<file path="src/rtl/seq_priority_encoder.sv">
// Registered priority scanner: accepts one multi-hot vector at a time and emits the
// index of every set bit in priority order, one per valid/ready transfer.
module seq_priority_encoder #(
    parameter int  N         = 16,
    parameter bit  LSB_FIRST = 1'b1,
    localparam int W         = $clog2(N)
) (
    input  logic         clk,
    input  logic         rst,
    input  logic         enable,
    input  logic [N-1:0] in_vec,
    input  logic         in_valid,
    output logic         in_ready,
    output logic [W-1:0] out_idx,
    output logic         out_valid,
    input  logic         out_ready,
    output logic         out_last,
    output logic [W:0]   out_total,
    output logic         zero_err,
    output logic         dbg_state
);

    // Handshakes: a transfer occurs on a rising edge where valid && ready. in_ready
    // depends on state, enable and rst only; out_valid is held until its transfer.

    typedef enum logic {
        IDLE = 1'b0,
        SCAN = 1'b1
    } state_t;

    state_t         state, state_d;
    logic [N-1:0]   pending, pending_d;
    logic [W:0]     total_d;
    logic           zero_d;
    logic [W-1:0]   sel_idx;
    logic [N-1:0]   sel_mask;
    logic           pend_single;
    logic           accept, xfer;

    function automatic logic [W:0] popcount(input logic [N-1:0] v);
        logic [W:0] cnt;
        cnt = '0;
        for (int i = 0; i < N; i++) begin
            cnt = cnt + {{W{1'b0}}, v[i]};
        end
        return cnt;
    endfunction

    // The last hit in loop order wins, so the loop direction sets the priority.
    always_comb begin
        sel_idx  = '0;
        sel_mask = '0;
        if (LSB_FIRST) begin
            for (int i = N - 1; i >= 0; i--) begin
                if (pending[i]) begin
                    sel_idx  = W'(i);
                    sel_mask = {{(N-1){1'b0}}, 1'b1} << i;
                end
            end
        end else begin
            for (int i = 0; i < N; i++) begin
                if (pending[i]) begin
                    sel_idx  = W'(i);
                    sel_mask = {{(N-1){1'b0}}, 1'b1} << i;
                end
            end
        end
    end

    assign pend_single = (pending != '0) && ((pending & (pending - 1'b1)) == '0);

    assign out_valid = (state == SCAN);
    assign in_ready  = (state == IDLE) && enable && !rst;
    assign out_idx   = sel_idx;
    assign out_last  = out_valid && pend_single;
    assign dbg_state = state;
    assign accept    = in_valid && in_ready;
    assign xfer      = out_valid && out_ready;

    always_comb begin
        state_d   = state;
        pending_d = pending;
        total_d   = out_total;
        zero_d    = 1'b0;
        case (state)
            IDLE: begin
                if (accept) begin
                    if (in_vec != '0) begin
                        pending_d = in_vec;
                        total_d   = popcount(in_vec);
                        state_d   = SCAN;
                    end else begin
                        total_d = '0;
                        zero_d  = 1'b1;
                    end
                end
            end
            SCAN: begin
                if (xfer) begin
                    pending_d = pending & ~sel_mask;
                    if (out_last) begin
                        state_d = IDLE;
                    end
                end
            end
            default: state_d = IDLE;
        endcase
    end

    always_ff @(posedge clk or posedge rst) begin
        if (rst) begin
            state     <= IDLE;
            pending   <= '0;
            out_total <= '0;
            zero_err  <= 1'b0;
        end else begin
            state     <= state_d;
            pending   <= pending_d;
            out_total <= total_d;
            zero_err  <= zero_d;
        end
    end

endmodule

</file>
<file path="config.mk">
export PLATFORM = sky130hd
export DESIGN_NAME = seq_priority_encoder
export DESIGN_NICKNAME = d
export VERILOG_FILES = /design/src/rtl/seq_priority_encoder.sv
export SDC_FILE = /design/constraint.sdc
export NUM_CORES = 1
export LEC_CHECK = 0
export CORE_MARGIN = 5
export CORE_UTILIZATION = 45
export CTS_BUF_LIST = sky130_fd_sc_hd__clkbuf_16
export DETAILED_ROUTE_END_ITERATION = 7
export PLACE_DENSITY = 0.81
export REMOVE_ABC_BUFFERS = 1
export SLEW_MARGIN = 20
export SYNTH_ARGS = -nofsm -noshare
export SYNTH_HDL_FRONTEND = slang
export SYNTH_SLANG_ARGS = --single-unit
</file>
<file path="constraint.sdc">
create_clock -name clk -period 2.4 [get_ports clk]
set_input_delay 0.36 -clock clk [delete_from_list [all_inputs] [get_ports clk]]
set_output_delay 0.36 -clock clk [all_outputs]
set_load 0.05 [all_outputs]
</file>
## Word level (Yosys, flattened, before mapping)

Cells that the tools add are included.

| word-level totals | value |
|---|---|
| flip-flop bits (word level) | 23 |
| latch bits | 0 |
| bits in writable memories | 0 |
| ROM bits | 0 |
| output and inout bits | 14 |
| memories | 0 |

| cells by class | value |
|---|---|
| add/sub/neg operators | 16 |
| multipliers | 0 |
| div/mod/pow operators | 0 |
| $lt $le $gt $ge | 0 |
| equal/unequal tests | 3 |
| shifts and indexed selects | 0 |
| muxes and demuxes | 45 |
| bitwise gates (word level) | 4 |
| reduce and logical (&&, ||, !) cells | 12 |

Operators by type and width:

| operator | number |
|---|---|
| 2-to-1 mux 16 bit | 19 |
| 2-to-1 mux 4 bit | 16 |
| adder 5 x 1 -> 5 bit | 11 |
| AND 16 bit | 2 |
| one-hot mux 16 bit (2 select lines) | 1 |
| nonzero test 16 bit | 2 |
| zero test 16 bit | 1 |
| inverter 16 bit | 1 |
| subtractor 16 x 1 -> 16 bit (second input constant) | 1 |
| 2-to-1 mux 1 bit | 7 |
| logical AND 1 bit | 6 |
| adder 4 x 1 -> 5 bit | 1 |
| 2-to-1 mux 5 bit | 1 |
| adder 3 x 1 -> 4 bit | 1 |
| != test 2 x 1 -> 1 bit (second input constant) | 2 |
| adder 2 x 1 -> 3 bit | 1 |
| AND reduction 3 bit | 1 |
| adder 1 x 1 -> 2 bit | 1 |
| != test 2 bit (second input constant) | 1 |
| one-hot mux 1 bit (2 select lines) | 1 |
| AND reduction 2 bit | 1 |
| zero test 1 bit | 1 |
| inverter 1 bit | 1 |

## Logic depth before layout (Yosys ltp)

| logic depth | value |
|---|---|
| depth in word-level cells | 20 |
| gate-level depth with buffers | 13 |
| gate-level depth less buffers | 13 |

## Worst setup path before layout

No wires, ideal clock.

| path | value |
|---|---|
| path type | in2reg |
| start | in in_vec[0] |
| end | reg out_total[4] |
| arrival | 3.385 ns |
| data required time | 2.278 ns |
| path slack | -1.107 ns |
| stages | 10 |
| buffers on the path | 0 |
| cell sequence | inv_1 fa_1 fa_1 fa_1 fa_1 inv_1 ha_1 fa_1 a21o_1 a32o_1 |

| on the way | value |
|---|---|
| longest elaborated chain between the ends | 16 |
| elaborated cells between the ends (all ways) | 17 |
| those cells by class | 15 x add/sub; 1 x mux; 1 x reduce/logical |

RTL lines:

| element | RTL line | source |
|---|---|---|
| start, declared | 11 | `input logic [N-1:0] in_vec,` |
| adder 1 x 1 -> 2 bit | 44 | `cnt = cnt + {{W{1'b0}}, v[i]};` |
| adder 2 x 1 -> 3 bit | 44 |  |
| adder 3 x 1 -> 4 bit | 44 |  |
| adder 4 x 1 -> 5 bit | 44 |  |
| adder 5 x 1 -> 5 bit (11 in a row) | 44 |  |
| 2-to-1 mux 5 bit (*) | 88 | `if (in_vec != '0) begin` |
| end signal, assigned | 119 | `out_total <= total_d;` |
| end, declared | 18 | `output logic [W:0] out_total,` |

Every way passes the cells marked *; elsewhere a longest branch is shown, timed or not.
A chain may end at the register's enable or synchronous reset.

## Final worst setup path

| path | value |
|---|---|
| start | in in_vec[15] |
| end | reg out_total[4] |

| on the way | value |
|---|---|
| longest elaborated chain between the ends | 2 |
| elaborated cells between the ends (all ways) | 3 |
| those cells by class | 1 x add/sub; 1 x mux; 1 x reduce/logical |

RTL lines:

| element | RTL line |
|---|---|
| adder 5 x 1 -> 5 bit / nonzero test 16 bit (equally long branches) | 44, 88 |
| 2-to-1 mux 5 bit (*) | 88 |

Marks and branches as above.

==> results.toml <==
[worst_setup_path]
cp_slowest_cell = "fa_1"
cp_max_fo = 2
rrSetupSlack_ps = 20
regToRegStartpoint = "pending[5]"
crit_arrival_ps = 3420
path_class = "primary input to flip-flop"
r2r_end = "dbg_state"
crit_top_cell = "fa_1"
crit_path_start_kind = "primary input"
cp_cell_sequence = "buf_6 > inv_2 > fa_1 > fa_1 > fa_2 > fa_1 > inv_2 > ha_4 > fa_2 > a21o_1 > a32o_1"
crit_path_start = "in_vec[15]"
crit_required_ps = 2540
worst-r2r-cell-count = 8
crit_path_end_kind = "flip-flop"
slowest_delay_ps = 560
critPathCapture = "out_total[4]"

[routing]
drt-wirelength-per-cell_um = 15.5
drt_iter0_markers = 122
drc = 0
first_pass_iters = 5
num_vias = 1824
viasPerCell = 5.48
wirelength_um = 5170
ant_nets = 0

[floorplanning]
die_w_um = 73.3
rows = 23
die_h_um = 73.3
coreArea_um2 = 3940
start_util = 0.457
io_pins = 35
die-area_um2 = 5370

[timing]
fmax_ghz = 0.305
drv_slew = 0
fin_crit_sh = 1.36
skew_ps = 1.73
max_slew.worst_pin.slew_ps = 505
rsz0062_at_grt = "true"
postLayoutSetupSlackWorst_ps = -876
slew_headroom = 0.662
period_minus_slack_ps = 3280
hold_viol_final = 0
setup-violations-final = 6

[final_layout]
instances_no_fill = 333
layout_commonest_cell = "buf_4"
fillers = 263
nNetsFinal = 321
syn_to_final_growth_pct = 54.5
layout-drive-gt1-share = 0.367
final_cell_mix = "buf_4, dfrtp_1, inv_1, clkdlybuf4s50_1, nand2_1"
fin_area_um2 = 2780
n_antenna_cell = 0

[synth]
synth_top_area_frac = 0.319
avgSynthCellArea_um2 = 8.83
ys_warn_count = 0
synth.cell_area_um2 = 1800
yosysSeqAreaShare = 0.319
async_flop_share = 1.00
ys_dominant_reg_cell = "dfrtp_1"
yosysTopAreaCell = "dfrtp_1"
synth.distinct_cells = 42
ys_seq_elements = 23
synth-edff-count = 0
syn_inst = 204
synthTopCellsByArea = "dfrtp_1, fa_1, a22o_1"

[cts]
root_buffer = "clkbuf_16"
numCtsBuffers = 3
clock_latency_ps = 250
cts_tree = "done"
h-tree-depth = 1
ctsHoldBuffers = 0
clockBufferDepth = 2
cts.sinks = 23
clk_pin_slew_worst_paths_ps = 60

[global_route]
gr-usage-all-layers = 0.211
overflow = 0
grt_max_degree = 24
grt_pass1_wl_um = 8740
grt_pass1_vias = 1874
antenna_found_initial = 0

[placed_design]
io_buffers = 34
dpl_cell_area_um2 = 2540
place_hpwl_um = 3840
pre_cts_ws_ps = -1720
placed_cells = 323
gp_congestion = 0.888

[power_and_ir_drop]
power.density_nw_per_um2 = 1640
irDropWorstVdd_uv = 715
p_leak_nw = 1.34
power_w = 0.00458

[flow_run]
maxCapViolCount = 0

[hold_path]
min_path_type = "primary input to flip-flop"

[run_status]
outcome = "complete, but fails checks"
violations = "negative setup slack"
where the power goes:
part	internal, W	switching (W)
combinational	0.00171	0.00184
clock	0.000224	0.000133
sequential	0.000533	0.000132
total	0.00247	0.00211
worst min path at each step:
stage	start	end	cells after the start
floorplan	rst	dbg_state	1
global placement	out_total[4]	out_total[4]	1
detailed placement	out_total[4]	out_total[4]	1
CTS	in_vec[0]	pending[0]	3
global route	in_vec[15]	pending[15]	4
finish	in_vec[15]	pending[15]	4
registers in the layout (all words and copies together) (netlist names):
register / flops
zero_err: 1
out_total: 5
pending: 16
dbg_state: 1
critical path: cells and delay by family:
| kind | cells | cell delay [ps] |
|---|---|---|
| fa+ha+maj | 6 | 2510 |
| buf+inv | 3 | 150 |
| compound gates | 2 | 390 |
through the flow:
step / hold WS, ps / TNS, ps / utilization
floorplan: 362 / -41550 / -
global placement: 489 / -7990 / 0.645
detailed placement: 500 / -8190 / 0.645
CTS: 361 / -4280 / 0.691
global route: 428 / -4570 / 0.706
finish: 402 / -4090 / 0.706
final cells by class:
type	instances	area, um^2	share of cell area
clock buffer	3	75.1	0.0270
multi-input combinational	139	1160	0.415
clock inverter	1	5.00	0.00180
inverter	30	120	0.0431
tap	50	62.6	0.0225
sequential	23	576	0.207
timing repair buffer	87	790	0.284
synthesized netlist by cell type, drive strengths merged, types with 2 or more instances:
master / n
or2: 3
o21a: 2
ha: 6
nor2b: 2
nor2: 12
nand4: 2
a22o: 13
o31a: 2
a2111oi: 2
nor3b: 2
nand2: 17
or3: 2
o21ai: 12
a21oi: 9
a21o: 9
dfrtp: 23
inv: 30
fa: 10
nor4: 7
or4: 3
nand3: 3
clkbuf: 11
nor3: 6
layer usage:
| metal | vias to the layer above | share of wire | wire length (um) | GRT usage |
|---|---|---|---|---|
| met2 | 54 | 0.52 | 2700 | 0.363 |
| met1 | 880 | 0.40 | 2090 | 0.261 |
| met5 | - | 0 | 0 | 0 |
| li1 | 876 | - | - | - |
| met3 | 14 | 0.046 | 238 | 0.0328 |
| met4 | 0 | 0.028 | 144 | 0.0861 |
cells by family after synthesis:
kind of cell | Yosys count | share of synthesized area
AOI/OAI and AO/OA | 59 | 0.242
xor gates and xnor gates | 2 | 0.00972
adders and majority gates | 16 | 0.153
buffers and inverters | 42 | 0.0896
DFF | 23 | 0.319
muxes | 1 | 0.00625
and+or+nand+nor | 61 | 0.181
repair_timing:
item	in CTS	in global routing
setup endpoints to repair	7	7
buffers inserted	3	3
pin swaps	24	8
resized for setup	70	10
gates cloned	0	0
(Power assumes the default switching activity.)
